===== config.mk =====
export PLATFORM = sky130hd
export DESIGN_NAME = gk_prefix_gen16_flat
export DESIGN_NICKNAME = d
export VERILOG_FILES = /design/src/rtl/gk_prefix_gen16_if.sv /design/src/rtl/gk_prefix_gen16.sv /design/src/flat_wrapper.sv
export SDC_FILE = /design/constraint.sdc
export NUM_CORES = 1
export LEC_CHECK = 0
export ABC_AREA = 1
export BUFFER_PORTS_ARGS = -buffer_cell sky130_fd_sc_hd__buf_2
export CAP_MARGIN = 20
export CORE_ASPECT_RATIO = 0.75
export CORE_MARGIN = 3
export CORE_UTILIZATION = 45
export CTS_CLUSTER_SIZE = 25
export DETAILED_ROUTE_END_ITERATION = 7
export SYNTH_ARGS = -nofsm -noshare
export SYNTH_HDL_FRONTEND = slang
export SYNTH_SLANG_ARGS = --single-unit
export TNS_END_PERCENT = 20

===== constraint.sdc =====
create_clock -name clk -period 3 [get_ports clk]
set_clock_uncertainty 0.15 [all_clocks]
set_input_delay 0.3 -clock clk [delete_from_list [all_inputs] [get_ports clk]]
set_output_delay 0.3 -clock clk [all_outputs]
set_load 0.02 [all_outputs]

===== src/rtl/gk_prefix_gen16_if.sv =====
// Operand/result handshake bundle for the 16-bit generate/kill prefix generator.
interface gk_prefix_gen16_if;
  logic        in_valid;
  logic        in_ready;
  logic [15:0] a;
  logic [15:0] b;
  logic        cin;
  logic        out_valid;
  logic        out_ready;
  logic [31:0] gk;
  logic [15:0] sum;
  logic        cout;

  modport master (
    output in_valid, a, b, cin, out_ready,
    input  in_ready, out_valid, gk, sum, cout
  );

  modport slave (
    input  in_valid, a, b, cin, out_ready,
    output in_ready, out_valid, gk, sum, cout
  );
endinterface


===== src/rtl/gk_prefix_gen16.sv =====
// Sequential 16-bit generate/kill prefix generator: encodes operands into GK codes,
// resolves them with four Kogge-Stone steps and presents gk, sum and cout.
module gk_prefix_gen16 (
  input  logic              clk,
  input  logic              rst_n,
  gk_prefix_gen16_if.slave  bus
);

  typedef enum logic [1:0] {IDLE, STEP, DONE} state_t;

  state_t      state_q, state_d;
  logic        in_ready_q, in_ready_d;
  logic        out_valid_q, out_valid_d;
  logic [31:0] code_q, code_d;
  logic [15:0] p_q, p_d;
  logic        cin_q, cin_d;
  logic [1:0]  cnt_q, cnt_d;
  logic [31:0] gk_q, gk_d;
  logic [15:0] sum_q, sum_d;
  logic        cout_q, cout_d;
  logic [31:0] step_code;

  // Bit 0 has no lower neighbour, so cin resolves its propagate case directly.
  function automatic logic [31:0] encode(input logic [15:0] a, input logic [15:0] b,
                                         input logic cin);
    logic [31:0] c;
    c = '0;
    for (int i = 0; i < 16; i++) begin
      if (a[i] && b[i])        c[2*i +: 2] = 2'b11;
      else if (!a[i] && !b[i]) c[2*i +: 2] = 2'b00;
      else                     c[2*i +: 2] = 2'b10;
    end
    if (c[1:0] == 2'b10) c[1:0] = {cin, cin};
    return c;
  endfunction

  // Any code with unequal bits (10, or the never-produced 01) counts as propagate.
  function automatic logic [31:0] combine(input logic [31:0] c, input logic [1:0] s);
    logic [31:0] r;
    int          d;
    r = c;
    d = 1 << s;
    for (int i = 0; i < 16; i++) begin
      if (i >= d && (c[2*i+1] ^ c[2*i])) r[2*i +: 2] = c[2*(i-d) +: 2];
    end
    return r;
  endfunction

  function automatic logic [15:0] form_sum(input logic [15:0] p, input logic cin,
                                           input logic [31:0] g);
    logic [15:0] s;
    s[0] = p[0] ^ cin;
    for (int i = 1; i < 16; i++) s[i] = p[i] ^ g[2*i-1];
    return s;
  endfunction

  always_comb begin
    state_d     = state_q;
    in_ready_d  = in_ready_q;
    out_valid_d = out_valid_q;
    code_d      = code_q;
    p_d         = p_q;
    cin_d       = cin_q;
    cnt_d       = cnt_q;
    gk_d        = gk_q;
    sum_d       = sum_q;
    cout_d      = cout_q;
    step_code   = combine(code_q, cnt_q);
    case (state_q)
      IDLE: begin
        in_ready_d = 1'b1;
        if (bus.in_valid && in_ready_q) begin
          code_d     = encode(bus.a, bus.b, bus.cin);
          p_d        = bus.a ^ bus.b;
          cin_d      = bus.cin;
          cnt_d      = 2'd0;
          in_ready_d = 1'b0;
          state_d    = STEP;
        end
      end
      STEP: begin
        code_d = step_code;
        cnt_d  = cnt_q + 2'd1;
        // Outputs are loaded from the final step's result on the same edge.
        if (cnt_q == 2'd3) begin
          gk_d        = step_code;
          sum_d       = form_sum(p_q, cin_q, step_code);
          cout_d      = step_code[31];
          out_valid_d = 1'b1;
          state_d     = DONE;
        end
      end
      DONE: begin
        if (bus.out_ready) begin
          out_valid_d = 1'b0;
          in_ready_d  = 1'b1;
          state_d     = IDLE;
        end
      end
      default: state_d = IDLE;
    endcase
  end

  always_ff @(posedge clk or negedge rst_n) begin
    if (!rst_n) begin
      state_q     <= IDLE;
      in_ready_q  <= 1'b0;
      out_valid_q <= 1'b0;
      code_q      <= '0;
      p_q         <= '0;
      cin_q       <= 1'b0;
      cnt_q       <= 2'd0;
      gk_q        <= '0;
      sum_q       <= '0;
      cout_q      <= 1'b0;
    end else begin
      state_q     <= state_d;
      in_ready_q  <= in_ready_d;
      out_valid_q <= out_valid_d;
      code_q      <= code_d;
      p_q         <= p_d;
      cin_q       <= cin_d;
      cnt_q       <= cnt_d;
      gk_q        <= gk_d;
      sum_q       <= sum_d;
      cout_q      <= cout_d;
    end
  end

  assign bus.in_ready  = in_ready_q;
  assign bus.out_valid = out_valid_q;
  assign bus.gk        = gk_q;
  assign bus.sum       = sum_q;
  assign bus.cout      = cout_q;

endmodule


===== src/flat_wrapper.sv =====
// flat-port wrapper written by rule: the top's interface ports become plain ports
module gk_prefix_gen16_flat 
  (clk, rst_n, bus_in_valid, bus_a, bus_b, bus_cin, bus_out_ready, bus_in_ready, bus_out_valid, bus_gk, bus_sum, bus_cout);
  gk_prefix_gen16_if bus_i ();
  input  logic clk;
  input  logic rst_n;
  input wire logic [$bits(bus_i.in_valid)-1:0] bus_in_valid;
  input wire logic [$bits(bus_i.a)-1:0] bus_a;
  input wire logic [$bits(bus_i.b)-1:0] bus_b;
  input wire logic [$bits(bus_i.cin)-1:0] bus_cin;
  input wire logic [$bits(bus_i.out_ready)-1:0] bus_out_ready;
  output wire logic [$bits(bus_i.in_ready)-1:0] bus_in_ready;
  output wire logic [$bits(bus_i.out_valid)-1:0] bus_out_valid;
  output wire logic [$bits(bus_i.gk)-1:0] bus_gk;
  output wire logic [$bits(bus_i.sum)-1:0] bus_sum;
  output wire logic [$bits(bus_i.cout)-1:0] bus_cout;
  assign bus_i.in_valid = bus_in_valid;
  assign bus_i.a = bus_a;
  assign bus_i.b = bus_b;
  assign bus_i.cin = bus_cin;
  assign bus_i.out_ready = bus_out_ready;
  assign bus_in_ready = bus_i.in_ready;
  assign bus_out_valid = bus_i.out_valid;
  assign bus_gk = bus_i.gk;
  assign bus_sum = bus_i.sum;
  assign bus_cout = bus_i.cout;
  gk_prefix_gen16 u_core (.clk(clk), .rst_n(rst_n), .bus(bus_i));
endmodule

# After elaboration in Yosys (flattened, before gate mapping)
# Index checks and enable logic that the tools add are counted.
[classes]
add_sub_neg = 17
n_lt_le_gt_ge = 16
n_eq_ne = 7
n_shift = 17
mux = 65
bitwise_logic = 33
reduce_logical = 91
[op_table]
columns = ["operator", "n"]
rows = [
  ["32-bit by 32-bit variable part select with 2-bit output", 16],
  ["5-bit by 32-bit >= comparator with 1-bit output (first input constant)", 8],
  ["5-bit by 31-bit subtractor with 31-bit output (first input constant)", 8],
  ["4-bit by 32-bit >= comparator with 1-bit output (first input constant)", 4],
  ["4-bit by 31-bit subtractor with 31-bit output (first input constant)", 4],
  ["2-bit 2-to-1 mux", 55],
  ["3-bit by 32-bit >= comparator with 1-bit output (first input constant)", 2],
  ["32-bit case mux with 2 select lines", 1],
  ["3-bit by 31-bit subtractor with 31-bit output (first input constant)", 2],
  ["1-bit logical AND", 49],
  ["1-bit by 32-bit >= comparator with 1-bit output (first input constant)", 1],
  ["2-bit by 32-bit >= comparator with 1-bit output (first input constant)", 1],
  ["1-bit logical NOT", 32],
  ["32-bit 2-to-1 mux", 1],
  ["1-bit by 2-bit << shifter with 32-bit output (first input constant)", 1],
  ["1-bit bitwise XOR", 32],
  ["1-bit by 31-bit subtractor with 31-bit output (first input constant)", 1],
  ["2-bit by 31-bit subtractor with 31-bit output (first input constant)", 1],
  ["16-bit bitwise XOR", 1],
  ["2-bit AND reduction", 4],
  ["2-bit == test (second input constant)", 3],
  ["2-bit case mux with 3 select lines", 1],
  ["3-bit AND reduction", 2],
  ["2-bit nonzero test", 3],
  ["8 further kinds", 13],
]
[totals]
register_bits = 104
inputBits = 37
output_inout_bits = 51
elab_cells = 256

# Depth between registers and ports, before layout
# Gate-level depths: netlist (run 1).
[logic_depth]
ltp_word = 10
depth_mapped = 16
mapped_depth_nobuf = 14

# Worst setup path after synthesis (run 1)
# No wires, ideal clock.
[synth_path]
kind = "register -> register"
from = "register u_core.cnt_q[1]"
to = "register u_core.sum_q[11], in the netlist u_core.bus.sum[11]"
setup_time_ps = 117
arrival_time_ps = 2198
required_ps = 2733
path_slack_ps = 535
path_stages_with_launch = 17
n_path_buf = 3
period_less_slack_ps = 2465
cell_sequence = "dfrtp_1 > inv_1 > ha_1 > buf_4 > inv_2 > buf_4 > ha_1 > buf_2 > inv_1 > nand2_1 > a21oi_1 > a211oi_1 > nand3_1 > nand2_1 > nand2_1 > nand3_1 > nand2_1"
[synth_via]
elab_chain_len = 5
word_cells_on_any_way = 9
classes_between = "add/sub (1); order compare (1); eq/ne (1); shift (2); mux (1); bitwise (1); reduce/logical (2)"
[synth_rtl]
columns = ["item", "line_no", "text"]
rows = [
  ["start: declaration", "gk_prefix_gen16.sv:17", "logic [1:0] cnt_q, cnt_d;"],
  ["start signal: assignment", "gk_prefix_gen16.sv:123", "cnt_q <= cnt_d;"],
  ["1-bit by 2-bit << shifter with 32-bit output", "gk_prefix_gen16.sv:42", "d = 1 << s;"],
  ["5-bit by 31-bit subtractor with 31-bit output or 5-bit by 32-bit >= comparator with 1-bit output (tied branches)", "gk_prefix_gen16.sv:44", "if (i >= d && (c[2*i+1] ^ c[2*i])) r[2*i +: 2] = c[2*(i-d) +: 2];"],
  ["32-bit by 32-bit variable part select with 2-bit output or 1-bit logical AND (tied branches)", "gk_prefix_gen16.sv:44", ""],
  ["2-bit 2-to-1 mux", "gk_prefix_gen16.sv:44", ""],
  ["1-bit bitwise XOR", "gk_prefix_gen16.sv:53", "for (int i = 1; i < 16; i++) s[i] = p[i] ^ g[2*i-1];"],
  ["end signal: assignment", "gk_prefix_gen16.sv:125", "sum_q <= sum_d;"],
  ["end: declaration", "gk_prefix_gen16.sv:19", "logic [15:0] sum_q, sum_d;"],
]
# Several ways; a longest one is shown, not always the timed one.
# A chain may end at the register's enable or synchronous reset.

# Worst setup path in the final report (run 1)
[layout_path]
from = "register u_core.cnt_q[0]"
to = "register u_core.sum_q[1], in the netlist u_core.bus.sum[1]"
[layout_via]
elab_chain_len = 5
word_cells_on_any_way = 9
classes_between = "add/sub (1); order compare (1); eq/ne (1); shift (2); mux (1); bitwise (1); reduce/logical (2)"
[layout_rtl]
columns = ["item", "line_no"]
rows = [
  ["1-bit by 2-bit << shifter with 32-bit output", "gk_prefix_gen16.sv:42"],
  ["1-bit by 31-bit subtractor with 31-bit output or 1-bit by 32-bit >= comparator with 1-bit output (tied branches)", "gk_prefix_gen16.sv:44"],
  ["32-bit by 32-bit variable part select with 2-bit output or 1-bit logical AND (tied branches)", "gk_prefix_gen16.sv:44"],
  ["2-bit 2-to-1 mux", "gk_prefix_gen16.sv:44"],
  ["1-bit bitwise XOR", "gk_prefix_gen16.sv:53"],
]
# Several ways; a longest one is shown, not always the timed one.

==> metrics, run 1 <==
leakage power=between 4 and 5 nW; FF+latch count, synth=103; fill count=1,485; Synth async-reset ratio=100%; Power Density=1350 nW/um^2; dpl hpwl=16.0 mm; fin nets=1,164; Post-CTS Setup Bufs=0; Crit Reg-Reg Startpoint=u_core.cnt_q[0]; Synthesized Nets=1,084; crit path capture type=flip-flop; layout cell share with drive strength beyond 1=between 10% and 20%; number of I/O pins=88; total number of vias=6,924; Pre-Repair DR Iteration Count=6; Post-CTS Resized=0; Final Cycle Share=95.3%; post-synthesis cell type count=37; met2 wire len=9.54 mm; Clock Pin Slew Worst Setup and Hold Paths=around 0.08 ns; worst hold margin=0.128 ns; status=finished clean; CP max FO=24; met3 WL post-DR=1.42 mm; H-Tree Depth=3; Clock Root Buffer=clkbuf_16; Max Buffers Root-to-Sink=2; CP required=between 3 and 4 ns; Post-Route WL=21.6 mm; worst slew pin tran=0.950 ns; Starting DRT DRC Count=647; post-synth top area share=a little over a third; GPL Wtd Cong=0.963; Post-Route Utilization=53.6%; syn_area_per_cell=7.04 sq um; vias in the first global route=between 6,000 and 7,000; flop-to-flop setup slack=0.14 ns; sequential share of the synthesized area=36.6%; port buffer count=87; diode count=0; RSZ-0062 raised after global routing=no; vias per cell=5.39; Initial Util=a little under half; wire length per cell=16.9 microns; GR Overflow Total=0; Synth area leader=dfrtp_1; setup TNS=0 ns; Synth area leaders=dfrtp_1, nand2_1, nand3_1; fmax=350 MHz; top layer in use=met4; crit path DAT=2.96 ns; Setup crit start kind=flip-flop; number of buffers created by CTS=9; max-slew violations=0; min Tclk post-route=2.86 ns; die area=17,200 sq um; Slew headroom=about 37%; initial antenna violation count=0; total of max-cap violations=0; CTS sink cnt=103; ys flop type=dfrtp_1; first-pass GRT wire length=roughly 34 mm; R2R Path End=u_core.bus.sum[1]; core area=14,900 sq um; Area Growth Syn to Fin=13.5%; final setup violation count=0; clk_lat worst skew=0.36 ns; DRC Markers=0; CTS tree=yes; gr usage total=roughly 25%; Fin. Hold Viols=0; Yosys warnings=0; Die W=roughly 150 microns; # rows=38; worst hold start=bus_in_valid; Setup CP Type=flip-flop to flip-flop; worst hold path stage count=4; Mapped Cells=999; Hold Crit Class=primary input to flip-flop; antenna viol nets, final=0; synthesized cell area=7040 sq um; largest net degree at the start of global routing=about 100; M1 wire length=10.3 mm; Post-synth EDFFs=0; worst r2r path cells=13; Die Y=around 110 microns; Min-Delay Endpoint=u_core.bus.in_ready; IR drop worst, VDD=approximately 500 uV
-- critical path: stages, from the launching register on --
cell and delay [ns]:
dfrtp_1 0.43, inv_1 0.14, ha_1 0.32, inv_4 0.29, ha_1 0.31, nand2_1 0.10
a21oi_1 0.15, o21ai_0 0.14, nor3_1 0.25, nand3_1 0.17, nand2_1 0.14, nand2_1 0.07
nand3_1 0.06, nand2_1 0.05
-- per-layer routing --
metal / global-route usage [%] / up-vias
li1: - / 3417
met1: 37.2 / 3221
met2: 39.5 / 264
met3: 3.88 / 22
met4: 6.64 / 0
met5: 0 / -
-- layout by cell type (no fill, tap or decap), types with 2 or more instances in the layout --
cell type and n:
nand2_1 381, nand3_1 157, dfrtp_1 103, buf_2 86, inv_1 80, o21ai_0 49
ha_1 48, nor2_1 25, o211ai_1 21, buf_4 21, a21oi_1 19, o21ai_1 17
nand3_2 9, clkbuf_16 9, nand2_2 8, nand3b_1 8, or2_1 4, inv_2 3
o221ai_1 3, dlygate4sd3_1 3, clkinv_1 2, xnor2_1 2, a22oi_1 2, o21ai_2 2
o22ai_1 2, clkinv_2 2, inv_6 2, buf_12 2
-- worst max path at each step --
stage                    endpoint             from  cells after the start
6_report        u_core.bus.sum[1]  u_core.cnt_q[0]                     13
5_1_grt         u_core.bus.sum[1]  u_core.cnt_q[0]                     13
4_1_cts         u_core.bus.sum[1]  u_core.cnt_q[0]                     13
3_5_place_dp    u_core.bus.sum[1]  u_core.cnt_q[0]                     13
3_3_place_gp    u_core.bus.sum[1]  u_core.cnt_q[0]                     13
2_1_floorplan  u_core.bus.sum[11]  u_core.cnt_q[1]                     16
-- cells in the mapped netlist, types with 2 or more instances --
cell type,n
nand2_1,381
nand3_1,157
dfrtp_1,103
inv_1,80
o21ai_0,49
ha_1,48
nor2_1,25
o211ai_1,21
a21oi_1,19
o21ai_1,17
buf_2,16
clkbuf_1,11
nand3_2,9
nand2_2,8
nand3b_1,8
buf_4,6
buf_6,6
buf_1,4
or2_1,4
inv_2,3
o221ai_1,3
a22oi_1,2
clkinv_1,2
o21ai_2,2
o22ai_1,2
xnor2_1,2
-- through the flow --
step | power (mW) | instances | instance area [sq um] | worst slack, ns
after floorplan | 7.52 | 999 | 7040 | 0.535
after global placement | 9.50 | 1265 | 7660 | 0.274
after detailed placement | 9.50 | 1265 | 7660 | 0.198
after CTS | 10.7 | 1284 | 7980 | 0.198
after global routing | 11.8 | 1284 | 7980 | 0.00264
final | 10.8 | 1284 | 7980 | 0.141
-- where the power goes --
part	internal [mW]	total, mW	switching, mW
logic	2.26	7.06	4.80
clock network	0.581	1.16	0.575
registers	2.01	2.56	0.552
-- timing repair --
| item | CTS | global route |
|---|---|---|
| setup endpoints to repair | 0 | 0 |
| endpoints found under the hold margin | 105 | 0 |
| hold buffers | 3 | 0 |
-- layout make-up --
type / instances / area (sq um) / area share, %
clock buffers: 9 / 225 / 2.82
clock inverters: 7 / 63.8 / 0.799
inverters: 86 / 325 / 4.07
multi-input cells: 767 / 3880 / 48.6
flip-flops and latches: 103 / 2580 / 32.3
well taps: 200 / 250 / 3.13
repair buffers: 112 / 658 / 8.24
-- cells by family after synthesis --
group,after synthesis,share of synthesized area (%)
AO/OA/AOI/OAI,119,9.76
XOR/XNOR,3,0.374
adder cells (fa/ha/maj),48,8.54
buffers and inverters,129,8.16
flip-flops,103,36.6
AND/OR/NAND/NOR,597,36.5
-- state kept, by name, summed over array words and instances (netlist names) --
| signal | cells |
|---|---|
| u_core.bus.sum | 16 |
| u_core.cnt_q | 2 |
| u_core.bus.out_valid | 1 |
| u_core.cin_q | 1 |
| u_core.state_q | 2 |
| u_core.bus.cout | 1 |
| u_core.code_q | 32 |
| u_core.bus.in_ready | 1 |
| u_core.bus.gk | 31 |
| u_core.p_q | 16 |
Power figures use the tool's default switching activity.
==> run 2: changes to the inputs <==
CORE_UTILIZATION = 55   (was 45)
PLACE_DENSITY_LB_ADDON = 0.25   (was unset)
==> run 2 against run 1 <==
Net effect: final cell count fell by 2.8%; non-clock buffer count fell by 2; core utilization up 11 points; clock power grew 6%.
==> metrics, run 2 (same netlist as run 1, synthesis figures left out) <==
CTS tree=yes; gr usage total=30.5%; Setup CP Type=flip-flop to flip-flop; # rows=35; Setup crit start kind=flip-flop; register area=between 2000 and 3000 sq um; fill count=1,144; flop-to-flop setup slack=0.24 ns; crit path capture type=flip-flop; Die W=137 microns; fin nets=between 1,000 and 1,500; P_int=4.89 mW; Comb power frac=65.3%; Biggest register=u_core.code_q; commonest non-fill, non-tap cell in the layout=nand2_1; DRC Markers=0; dpl hpwl=between 15 and 20 mm; CP required=just over 3 ns; Post-Route Utilization=64.3%; Power, Total=10.9 mW; Final Cycle Share=just over 90%; Net Sw Frac=around 55%; PnR worst setup slack=0.240 ns; layout cell share with drive strength beyond 1=14.0%; total of max-cap violations=0; fmax=362 MHz; Max Buffers Root-to-Sink=2; Clock Root Buffer=clkbuf_16; antenna viol nets, final=0; Starting DRT DRC Count=663; most frequent cells in the layout=nand2_1, nand3_1, dfrtp_1; Post-DP Area=7630 sq um; worst slew pin tran=0.939 ns; Multi-input gate area=~3900 sq um; Hold Crit Class=primary input to flip-flop; NetSw=approximately 6.0 mW; Die Y=between 100 and 150 microns; Post-CTS Setup Bufs=0; diode count=0; GPL Wtd Cong=1.02; worst hold path stage count=3; clk_lat worst skew=approximately 0.36 ns; largest net degree at the start of global routing=58; Power Density=1370 nW/um^2; core area=12,400 sq um; Layout Cells excl Fill=1,248; Seq pwr share=23.4%; Slew headroom=37.3%; vias per cell=approximately 5.6; max FFs per register=32; Inst Count DP=between 1,000 and 1,500; final setup violation count=0; Post-Route WL=21.0 mm; max-slew violations=0; worst r2r path cells=13; Placement Setup Slack=0.189 ns; die area=14,200 sq um; first-pass GRT wire length=~35 mm; crit path DAT=2.87 ns; wire length per cell=16.8 microns; Min-Delay Endpoint=u_core.cin_q; port buffer count=87; initial antenna violation count=0; R2R Path End=u_core.bus.sum[3]; Fin. Hold Viols=0; Crit Reg-Reg Startpoint=u_core.cnt_q[0]; worst hold start=bus_cin; min Tclk post-route=~2.8 ns; IR drop worst, VDD=646 uV; CTS sink cnt=a little over 100; Area Growth Syn to Fin=13.3%; final instance area=7970 sq um; leakage power=4.32 nW; H-Tree Depth=3; number of I/O pins=88; Pre-Repair DR Iteration Count=6; GR Overflow Total=0; number of buffers created by CTS=9; status=finished clean; Clk pwr share=11.3%; vias in the first global route=6,755; Clock Pin Slew Worst Setup and Hold Paths=0.09 ns; Initial Util=between 50 and 60%; total number of vias=6,986; CP max FO=between 40 and 50
## run 2: what timing repair did
item                                    in CTS  in global routing
hold endpoints to repair                    47                  0
gates resized for setup                      0                  2
hold buffers                                 2                  0
endpoints found under the setup margin       0                  6
## run 2: routing by layer
layer / global-route usage (%) / share of wire, % / vias to the layer above
li1: - / - / 3412
met1: 43.4 / 46 / 3281
met2: 46.9 / 45 / 254
met3: 5.37 / 6.2 / 39
met4: 10.4 / 3.0 / 0
met5: 0 / 0 / -
## run 2: cell type report
type	instances	share of cell area, %
Clock buffer	9	2.82
Tap cell	166	2.60
Inverter	86	4.11
Clock inverter	7	1.18
Sequential cell	103	32.3
Timing Repair Buffer	110	8.19
Multi-Input combinational cell	767	48.8
## run 2: worst max-delay path by stage
stage,start,end
after floorplan,u_core.cnt_q[1],u_core.bus.sum[11]
after global placement,u_core.cnt_q[0],u_core.bus.sum[1]
after detailed placement,u_core.cnt_q[0],u_core.bus.sum[1]
after CTS,u_core.cnt_q[0],u_core.bus.sum[1]
after global routing,u_core.cnt_q[0],u_core.bus.sum[1]
final,u_core.cnt_q[0],u_core.bus.sum[3]
## run 2: metrics by stage
step	TNS, ns	hold slack (ns)
floorplan	0	-0.146
global placement	0	0.208
detailed placement	0	0.214
CTS	0	0.00296
global route	-0.0116	0.00937
finish	0	0.00820
## run 2: power by group through the flow
stage | registers, mW | logic, mW | clock network, mW
global route | 2.63 | 7.92 | 1.31
floorplan | 2.76 | 4.77 | 0
CTS | 2.54 | 6.98 | 1.25
global placement | 2.55 | 6.91 | 0
finish | 2.55 | 7.11 | 1.23
detailed placement | 2.55 | 6.94 | 0
## run 2: critical path: stages, from the launching register on
cell and delay [ns]:
dfrtp_1 0.45, inv_1 0.19, ha_1 0.25, buf_12 0.24
inv_6 0.13, ha_1 0.24, a21oi_1 0.18, o21ai_0 0.15
nor2_1 0.16, nand3_1 0.18, nand2_1 0.15, nand2_1 0.06
nand3_1 0.06, nand2_1 0.05
==> run 3: changes to the inputs <==
REMOVE_ABC_BUFFERS = 1   (was unset)
==> run 3 against run 2 <==
Net effect: global-route usage shrank 0.38 points; hold slack better by 0.0023 ns; final area hardly changed; flip-flop and latch count unchanged; critical path depth unchanged; sequential share of layout area about the same; routed wire length grew 0.24%; clock power about the same; sequential power barely moved; combinational power about the same; highest routed layer unchanged.
==> metrics, run 3 (same netlist as run 1, synthesis figures left out) <==
wire length per cell=about 17 microns; Pre-Repair DR Iteration Count=5; core area=12,400 sq um; Comb power frac=65.2%; CTS tree=yes; Placement Setup Slack=0.113 ns; crit path capture type=flip-flop; Multi-input gate area=3890 sq um; CTS sink cnt=103; H-Tree Depth=3; Crit Reg-Reg Startpoint=u_core.cnt_q[0]; Biggest register=u_core.code_q; Die Y=a little over 100 microns; total number of vias=6,942; most frequent cells in the layout=nand2_1, nand3_1, dfrtp_1; GR Overflow Total=0; layout cell share with drive strength beyond 1=14.4%; min Tclk post-route=approximately 2.9 ns; number of buffers created by CTS=9; Final Cycle Share=95.4%; RSZ-0062 raised after global routing=no; max-slew violations=0; register area=2580 sq um; CP max FO=42; # rows=35; DRC Markers=0; Hold Crit Class=primary input to flip-flop; port buffer count=87; CP Buf/Inv Count=3; Seq pwr share=23.5%; Slew headroom=38.6%; Area Growth Syn to Fin=13.4%; Power Density=1370 nW/um^2; Clock Root Buffer=clkbuf_16; PnR worst setup slack=0.139 ns; number of I/O pins=88; Fin. Hold Viols=0; dpl hpwl=15.6 mm; largest net degree at the start of global routing=58; family with the most delay on the worst path=simple AND/OR/NAND/NOR gates; initial antenna violation count=0; gr usage total=30.1%; CP cell instances=inv_2 -> ha_2 -> buf_12 -> inv_6 -> ha_1 -> a21oi_1 -> o21ai_0 -> nor2_1 -> nand3_1 -> nand2_1 -> nand2_1 -> nand3_1 -> nand2_1; Die W=about 140 microns; Clk pwr share=11.3%; vias per cell=5.55; slowest cell delay on critical path=0.45 ns; Initial Util=56.8%; crit path DAT=2.95 ns; Clock Pin Slew Worst Setup and Hold Paths=0.08 ns; status=finished clean; worst hold path stage count=3; clk_lat worst skew=0.35 ns; Crit path top cell by count=nand2_1; GPL Wtd Cong=between 1 and 1.5; worst hold start=bus_cin; first-pass GRT wire length=around 34 mm; antenna viol nets, final=0; max FFs per register=32; Net Sw Frac=~54%; NetSw=5.93 mW; Setup crit start kind=flip-flop; Setup CP Type=flip-flop to flip-flop; vias in the first global route=6,538; Min-Delay Endpoint=u_core.cin_q; Starting DRT DRC Count=about 760; IR drop worst, VDD=578 uV; leakage power=~4.3 nW; fill count=1,164; total of max-cap violations=0; Power, Total=10.9 mW; worst r2r path cells=13; flop-to-flop setup slack=0.14 ns; fin nets=1,165; fmax=350 MHz; Post-Route WL=21.0 mm; setup TNS=0 ns; R2R Path End=u_core.bus.sum[3]; die area=around 14,000 sq um; diode count=0; Max Buffers Root-to-Sink=2; CP required=approximately 3.1 ns; worst slew pin tran=0.919 ns; P_int=4.99 mW; final setup violation count=0; Critical-path top delay cell=dfrtp_1; commonest non-fill, non-tap cell in the layout=nand2_1
## run 3: final cells by class
type                    count  share of cell area [%]
flip-flops and latches    103                    32.3
multi-input cells         767                    48.7
inverters                  86                    4.11
clock inverters             6                   0.910
repair buffers            113                    8.47
well taps                 166                    2.60
clock buffers              10                    2.87
## run 3: layer usage
metal  GRT usage [%]  up-vias  routed length [microns]
met5               0        -                        0
li1                -     3406                        -
met2            43.1      317                     8740
met1            46.4     3183                    10200
met3            6.00       36                     1710
met4            7.70        0                      428
## run 3: worst max path at each step
| stage | from | cells past startpoint | to |
|---|---|---|---|
| 6_report | u_core.cnt_q[0] | 13 | u_core.bus.sum[3] |
| 5_1_grt | u_core.cnt_q[0] | 13 | u_core.bus.sum[3] |
| 4_1_cts | u_core.cnt_q[0] | 13 | u_core.bus.sum[3] |
| 3_5_place_dp | u_core.cnt_q[0] | 13 | u_core.bus.sum[3] |
| 3_3_place_gp | u_core.cnt_q[0] | 13 | u_core.bus.sum[3] |
| 2_1_floorplan | u_core.cnt_q[0] | 12 | u_core.bus.sum[7] |
## run 3: through the flow
stage               cells  util [%]  area (sq um)  hold WS (ns)
floorplan             956         -          6790        -0.146
global placement     1232      61.7          7640        0.0731
detailed placement   1232      61.7          7640        0.0832
CTS                  1250      64.3          7960       0.00846
global route         1251      64.4          7980        0.0308
finish               1251      64.4          7980        0.0105
## run 3: what timing repair did
action | CTS | global route
endpoints found under the hold margin | 24 | 0
endpoints found under the setup margin | 0 | 10
hold buffers | 2 | 0
resized for setup | 0 | 4
buffers inserted | 0 | 1
## run 3: tightest hold or removal path, stage by stage
cell and delay, ns:
buf_2 0.09, nand2_1 0.05, nand2_1 0.05
## run 3: power by group through the flow
stage	Sequential [mW]	Clock, mW	Combinational [mW]
2_1_floorplan	2.76	0	4.46
3_3_place_gp	2.55	0	6.97
3_5_place_dp	2.56	0	6.97
4_1_cts	2.55	1.25	7.00
5_1_grt	2.64	1.31	7.91
6_report	2.57	1.24	7.12
